**config.mk**
```make
export PLATFORM = sky130hd
export DESIGN_NAME = branch_predictor
export DESIGN_NICKNAME = d
export VERILOG_FILES = /design/src/rtl/branch_predictor_pkg.sv /design/src/rtl/branch_predictor_btb_table.sv /design/src/rtl/branch_predictor.sv
export SDC_FILE = /design/constraint.sdc
export NUM_CORES = 2
export LEC_CHECK = 0
export CORE_MARGIN = 2
export CORE_UTILIZATION = 43
export CTS_BUF_LIST = sky130_fd_sc_hd__clkbuf_8
export CTS_CLUSTER_SIZE = 10
export DETAILED_ROUTE_END_ITERATION = 8
export GPL_TIMING_DRIVEN = 0
export HOLD_SLACK_MARGIN = 0.02
export SYNTH_ARGS = -nofsm -noshare
export SYNTH_HDL_FRONTEND = slang
export SYNTH_SLANG_ARGS = --single-unit
```
**constraint.sdc**
```tcl
create_clock -name clk -period 7.6 [get_ports clk]
set_input_delay 1.52 -clock clk [delete_from_list [all_inputs] [get_ports clk]]
set_output_delay 1.52 -clock clk [all_outputs]
set_load 0.02 [all_outputs]
```
**src/rtl/branch_predictor_pkg.sv**
```systemverilog
// Shared types and constants for the gshare + BTB next-PC predictor.
package branch_predictor_pkg;

  localparam int ALIGN_BITS = 2;
  localparam int TAG_MAX_W  = 32 - ALIGN_BITS;

  typedef enum logic [1:0] {
    CTR_SN = 2'b00,
    CTR_WN = 2'b01,
    CTR_WT = 2'b10,
    CTR_ST = 2'b11
  } ctr_e;

  localparam ctr_e CTR_RESET = CTR_WN;

  // Tag is stored zero-extended to the widest possible tag so the struct is
  // independent of the table depth.
  typedef struct packed {
    logic                 valid;
    logic [TAG_MAX_W-1:0] tag;
    logic [31:0]          target;
    logic                 is_jump;
  } btb_entry_t;

  function automatic ctr_e ctr_next(input ctr_e c, input logic taken);
    ctr_e n;
    n = c;
    if (taken && c != CTR_ST)       n = ctr_e'(2'(c) + 2'd1);
    else if (!taken && c != CTR_SN) n = ctr_e'(2'(c) - 2'd1);
    return n;
  endfunction

endpackage

```
**src/rtl/branch_predictor_btb_table.sv**
```systemverilog
// Direct-mapped branch target buffer: combinational read, synchronous write.
module btb_table
  import branch_predictor_pkg::*;
#(
  parameter int IDX_BITS = 5
) (
  input  logic                clk,
  input  logic                rst_n,
  input  logic [IDX_BITS-1:0] i_rd_idx,
  output btb_entry_t          o_rd_entry,
  input  logic                i_wr_en,
  input  logic [IDX_BITS-1:0] i_wr_idx,
  input  btb_entry_t          i_wr_entry
);

  localparam int ENTRIES = 1 << IDX_BITS;

  btb_entry_t r_mem [ENTRIES];

  always_ff @(posedge clk or negedge rst_n) begin
    if (!rst_n) begin
      for (int i = 0; i < ENTRIES; i++) r_mem[i] <= '0;
    end else if (i_wr_en) begin
      r_mem[i_wr_idx] <= i_wr_entry;
    end
  end

  assign o_rd_entry = r_mem[i_rd_idx];

endmodule

```
**src/rtl/branch_predictor.sv**
```systemverilog
// Fetch-side next-PC predictor: gshare PHT of 2-bit counters plus a BTB.
module branch_predictor
  import branch_predictor_pkg::*;
#(
  parameter int IDX_BITS = 5,
  parameter int GHR_BITS = 5   // 1..IDX_BITS
) (
  input  logic        clk,
  input  logic        reset,
  input  logic [31:0] pc,
  output logic        pred_taken,
  output logic [31:0] pred_next_pc,
  input  logic        update_valid,
  input  logic        update_is_jump,
  input  logic [31:0] update_pc,
  input  logic        update_taken,
  input  logic [31:0] update_target
);

  localparam int ENTRIES = 1 << IDX_BITS;
  localparam int LO      = ALIGN_BITS;
  localparam int HI      = IDX_BITS + ALIGN_BITS;

  ctr_e                r_pht [ENTRIES];
  logic [GHR_BITS-1:0] r_ghr;
  logic [GHR_BITS-1:0] w_ghr_next;
  logic [IDX_BITS-1:0] w_ghr_ext;

  logic [IDX_BITS-1:0]  w_idx, w_upd_idx, w_pidx, w_upd_pidx;
  logic [TAG_MAX_W-1:0] w_tag, w_upd_tag;
  btb_entry_t           w_rd_entry, w_wr_entry;
  logic                 w_hit, w_btb_wr, w_pht_wr;
  logic [31:0]          w_pc_plus4;
  logic                 w_unused_lsbs;

  assign w_idx      = pc[HI-1:LO];
  assign w_tag      = TAG_MAX_W'(pc[31:HI]);
  assign w_upd_idx  = update_pc[HI-1:LO];
  assign w_upd_tag  = TAG_MAX_W'(update_pc[31:HI]);
  assign w_ghr_ext  = IDX_BITS'(r_ghr);
  assign w_pidx     = w_idx ^ w_ghr_ext;
  assign w_upd_pidx = w_upd_idx ^ w_ghr_ext;

  assign w_unused_lsbs = ^{pc[LO-1:0], update_pc[LO-1:0]};

  generate
    if (GHR_BITS == 1) begin : g_ghr1
      assign w_ghr_next = update_taken;
    end else begin : g_ghrn
      assign w_ghr_next = {r_ghr[GHR_BITS-2:0], update_taken};
    end
  endgenerate

  // Jumps train the BTB only; history and counters track conditional branches.
  assign w_pht_wr = update_valid && !update_is_jump;
  assign w_btb_wr = update_valid && (update_is_jump || update_taken);

  always_comb begin
    w_wr_entry         = '0;
    w_wr_entry.valid   = 1'b1;
    w_wr_entry.tag     = w_upd_tag;
    w_wr_entry.target  = update_target;
    w_wr_entry.is_jump = update_is_jump;
  end

  btb_table #(.IDX_BITS(IDX_BITS)) u_btb (
    .clk        (clk),
    .rst_n      (reset),
    .i_rd_idx   (w_idx),
    .o_rd_entry (w_rd_entry),
    .i_wr_en    (w_btb_wr),
    .i_wr_idx   (w_upd_idx),
    .i_wr_entry (w_wr_entry)
  );

  always_ff @(posedge clk or negedge reset) begin
    if (!reset) begin
      for (int i = 0; i < ENTRIES; i++) r_pht[i] <= CTR_RESET;
      r_ghr <= '0;
    end else if (w_pht_wr) begin
      r_pht[w_upd_pidx] <= ctr_next(r_pht[w_upd_pidx], update_taken);
      r_ghr             <= w_ghr_next;
    end
  end

  // Lookup sees pre-edge state only; a same-cycle update is not bypassed.
  assign w_hit      = w_rd_entry.valid && (w_rd_entry.tag == w_tag);
  assign w_pc_plus4 = pc + 32'd4;

  always_comb begin
    pred_taken = 1'b0;
    if (w_hit) pred_taken = w_rd_entry.is_jump || r_pht[w_pidx][1];
    pred_next_pc = pred_taken ? w_rd_entry.target : w_pc_plus4;
  end

endmodule

```
==> flow_metrics.env <==
export IMPL_globalRouteOverflowTotal=0
export IMPL_p_leak_nw=45.8
export IMPL_required_ns=6.08
export IMPL_start_util=0.433
export IMPL_cp_cell_sequence="buf_2, buf_12, buf_8, nand3_4, clkbuf_4, clkbuf_2, o221ai_1, a21oi_2, a22oi_2, xnor2_2, nand4_1, nand4b_1, buf_4, or2_2, o311ai_0, o211a_2, buf_4"
export IMPL_worst_slack_ns=-0.0993
export IMPL_async_reset_ff_frac=1.00
export IMPL_cts_sinks=1957
export IMPL_yosys_cell_types_count=56
export IMPL_met1_usage=0.384
export IMPL_r2r_setup_slack_ns=2.54
export IMPL_ant_nets=0
export IMPL_critPathLaunchType="primary input"
export IMPL_peakVddDrop_uv=220
export IMPL_cts_buffer_depth=4
export IMPL_startpoint="pc[3]"
export IMPL_r2r_start="r_ghr[1]"
export IMPL_synth_area_sq_um=89600
export IMPL_cts_buffers=356
export IMPL_fin_nets=6283
export IMPL_worstPathMaxFanout=10
export IMPL_yosysTopAreaCell="dfrtp_1"
export IMPL_path_class="in -> out"
export IMPL_slowest_stage="a22oi_2"
export IMPL_cts_htree_levels=5
export IMPL_drtIter0Drc=5033
export IMPL_row_count=167
export IMPL_seq_area_frac_synth=0.547
export IMPL_finalWeightedCongestion=0.899
export IMPL_endpoint="pred_next_pc[7]"
export IMPL_grt_pass1_vias=57500
export IMPL_io_buffers=125
export IMPL_synth_top_cell_area_share=0.538
export IMPL_p_clk_frac=0.349
export IMPL_min_period_over_period=1.01
export IMPL_avgSynthCellArea_sq_um=15.8
export IMPL_syn_to_final_growth_pct=15.3
export IMPL_ys_warn_count=0
export IMPL_multi_input_area_sq_um=38800
export IMPL_drc=0
export IMPL_drv_cap=1
export IMPL_cts_tree="yes"
export IMPL_hold_viol=0
export IMPL_post_route_min_period_ns=7.70
export IMPL_placed_area_sq_um=94800
export IMPL_worst_hold_slack_ns=0.332
export IMPL_antenna_found_initial=19
export IMPL_die_x_microns=460
export IMPL_cp_data_arrival_time_ns=6.18
export IMPL_fp_dieArea_sq_um=212000
export IMPL_coreArea_sq_um=207000
export IMPL_drv_slew=0
export IMPL_power_density_nw_per_um2=274
export IMPL_status="finished, violations left"
export IMPL_met2_usage=0.455
export IMPL_fmax_mhz=130
export IMPL_ys_ff_latch=1957
export IMPL_viasPerCell=6.02
export IMPL_min_path_type="in -> async"
export IMPL_power_switching_mw=7.77
export IMPL_stdcell_count=9235
export IMPL_drive_above_1_share=0.518
export IMPL_end_kind="output port"
export IMPL_combPwrFrac=0.180
export IMPL_final_util=0.499
export IMPL_routedWlPerCell_microns=33.5
export IMPL_synth_ff_type="dfrtp_1"
export IMPL_grt_usage=0.293
export IMPL_pwr_share_seq=0.471
export IMPL_grt_max_degree=181
export IMPL_wl_mm=309
export IMPL_nFillCells=17600
export IMPL_cts_root_buf="clkbuf_8"
export IMPL_maxSlewHeadroom=0.00543
export IMPL_grt_first_pass_wirelength_mm=437
export IMPL_clock_latency_ns=1.11
export IMPL_synth_edf_count=0
export IMPL_finalSetupViolCount=2
export IMPL_hold_buffers=0
export IMPL_dp_hpwl_mm=207
export IMPL_r2r_worst_path_cells=11
export IMPL_power_internal_mw=20.5
export IMPL_clock_skew_ns=0.0770
export IMPL_busiest_layer="met2"
export IMPL_seq_area_sq_um=49000
export IMPL_path_clk_slew_ns=0.06
export IMPL_vias=55500
export IMPL_io_pins=134
export IMPL_dp_cells=8592
export IMPL_crit_path_frequent_cell="buf_4"
export IMPL_swShare=0.275
export IMPL_use_met3=0.0675
export IMPL_netlist_top_cells_area="dfrtp_1, mux2_2, mux4_2"
export IMPL_syn_num_nets=5766
export IMPL_r2r_end="r_pht[21]"
export IMPL_violations="max-capacitance violations, negative setup slack"
export IMPL_first_pass_iters=6
export IMPL_fp_dieH_microns=460
export IMPL_tightest_slew_ns=1.49
export IMPL_rsz0062_at_grt="true"
export IMPL_critPathMaxStageDelay_ns=0.50
export IMPL_finish_instance_area_sq_um=103000
export IMPL_synthCells=5662
## critical path, delay by kind of cell
| family | cells | cell delay [ns] |
|---|---|---|
| compound gates | 5 | 1.67 |
| xor+xnor | 1 | 0.24 |
| buf+inv | 7 | 1.81 |
| simple gates | 4 | 0.89 |
## cell usage in the layout, fill, tap and decap left out, types with 14 or more instances in the layout
master and n:
buf_1 30, mux2_2 1932, inv_1 122, a22oi_1 28, dfstp_2 32, xor2_1 20, buf_4 32, buf_12 19
xnor2_1 39, clkinv_2 32, a21oi_1 33, clkbuf_1 350, clkbuf_2 48, buf_16 19, a21oi_2 17, nand3_1 21
nand4_1 16, mux2i_2 15, mux2i_1 121, buf_8 20, dfrtp_1 1925, diode_2 22, clkbuf_4 24, clkbuf_8 456
buf_2 14, buf_6 35, clkdlybuf4s50_1 87, mux4_2 516, o221ai_1 29, or2_2 34, nand2_1 46, nor2_1 113
## worst min path at each step
stage | to | slack, ns | cells after the start | start
floorplan | u_btb.r_mem[1151] | 0.43 | 1 | u_btb.r_mem[1151]
global placement | u_btb.r_mem[639] | 0.45 | 1 | u_btb.r_mem[639]
detailed placement | u_btb.r_mem[703] | 0.45 | 1 | u_btb.r_mem[703]
CTS | u_btb.r_mem[683] | 0.27 | 1 | reset
global route | u_btb.r_mem[427] | 0.28 | 1 | reset
finish | u_btb.r_mem[683] | 0.33 | 1 | reset
## power by group through the flow
stage	Sequential [mW]	Clock, mW	Combinational [mW]
after floorplan	13.1	0	3.51
after global placement	13.6	0	4.75
after detailed placement	13.5	0	4.93
after CTS	13.3	9.99	5.08
after global routing	13.5	10.5	5.41
final	13.3	9.86	5.09
## metal layers
metal / part of all wire / vias to the layer above
li1: - / 22200
met1: 0.41 / 30500
met2: 0.46 / 2129
met3: 0.071 / 746
met4: 0.057 / 4
met5: 0.000081 / -
## registers in the layout (all words and copies together) (netlist names)
name and count:
r_ghr 5, r_pht 64, u_btb.r_mem 1888
## kinds of logic (layout without fill, tap and decap cells)
logic type      count (synthesis)  after routing  share of synthesized area
xor+xnor                       64             64                    0.00626
simple gates                  293            293                     0.0160
other cells                     0             22                          0
buf+inv                       558           1321                     0.0259
fa+ha+maj                       3              3                   0.000419
mux                          2595           2595                      0.389
compound gates                192            192                     0.0151
flops                        1957           1957                      0.547
## cell usage after synthesis, types with 7 or more instances
cell / n
mux2i_1: 147
or2_2: 34
and3_1: 7
nand3b_1: 7
buf_2: 54
nand2_1: 47
a22oi_1: 37
o221ai_1: 31
a31oi_1: 10
o22ai_1: 12
mux4_2: 516
buf_4: 15
a211oi_1: 9
nand3_1: 22
clkbuf_1: 428
xor2_1: 22
nor3_1: 10
nand4_1: 16
nor2b_1: 8
nor2_1: 116
xnor2_1: 42
buf_1: 39
buf_6: 12
a21oi_1: 55
mux2_2: 1932
a22o_1: 8
dfstp_2: 32
inv_1: 8
dfrtp_1: 1925
## area by class of cell
| class | instances | share of cell area |
|---|---|---|
| flip-flops and latches | 1957 | 0.475 |
| multi-input cells | 3147 | 0.376 |
| plain buffers | 549 | 0.0314 |
| inverters | 9 | 0.000327 |
| repair buffers | 159 | 0.0170 |
| well taps | 2788 | 0.0338 |
| diodes | 22 | 0.000533 |
| clock inverters | 159 | 0.00733 |
| clock buffers | 445 | 0.0593 |
## metrics by stage
| step | TNS (ns) | power (mW) | worst slack (ns) |
|---|---|---|---|
| after floorplan | 0 | 16.6 | 1.05 |
| after global placement | - | 18.4 | -83.45 |
| after detailed placement | -132.15 | 18.4 | -4.45 |
| after CTS | 0 | 28.4 | 0.00215 |
| after global routing | -0.0373 | 29.4 | -0.0272 |
| final | -0.104 | 28.3 | -0.0993 |
## what timing repair did
action,in CTS,in global routing
buffers inserted,14,2
pin swaps,13,12
resized for setup,496,45
setup endpoints to repair,33,33
(Power assumes the default switching activity.)
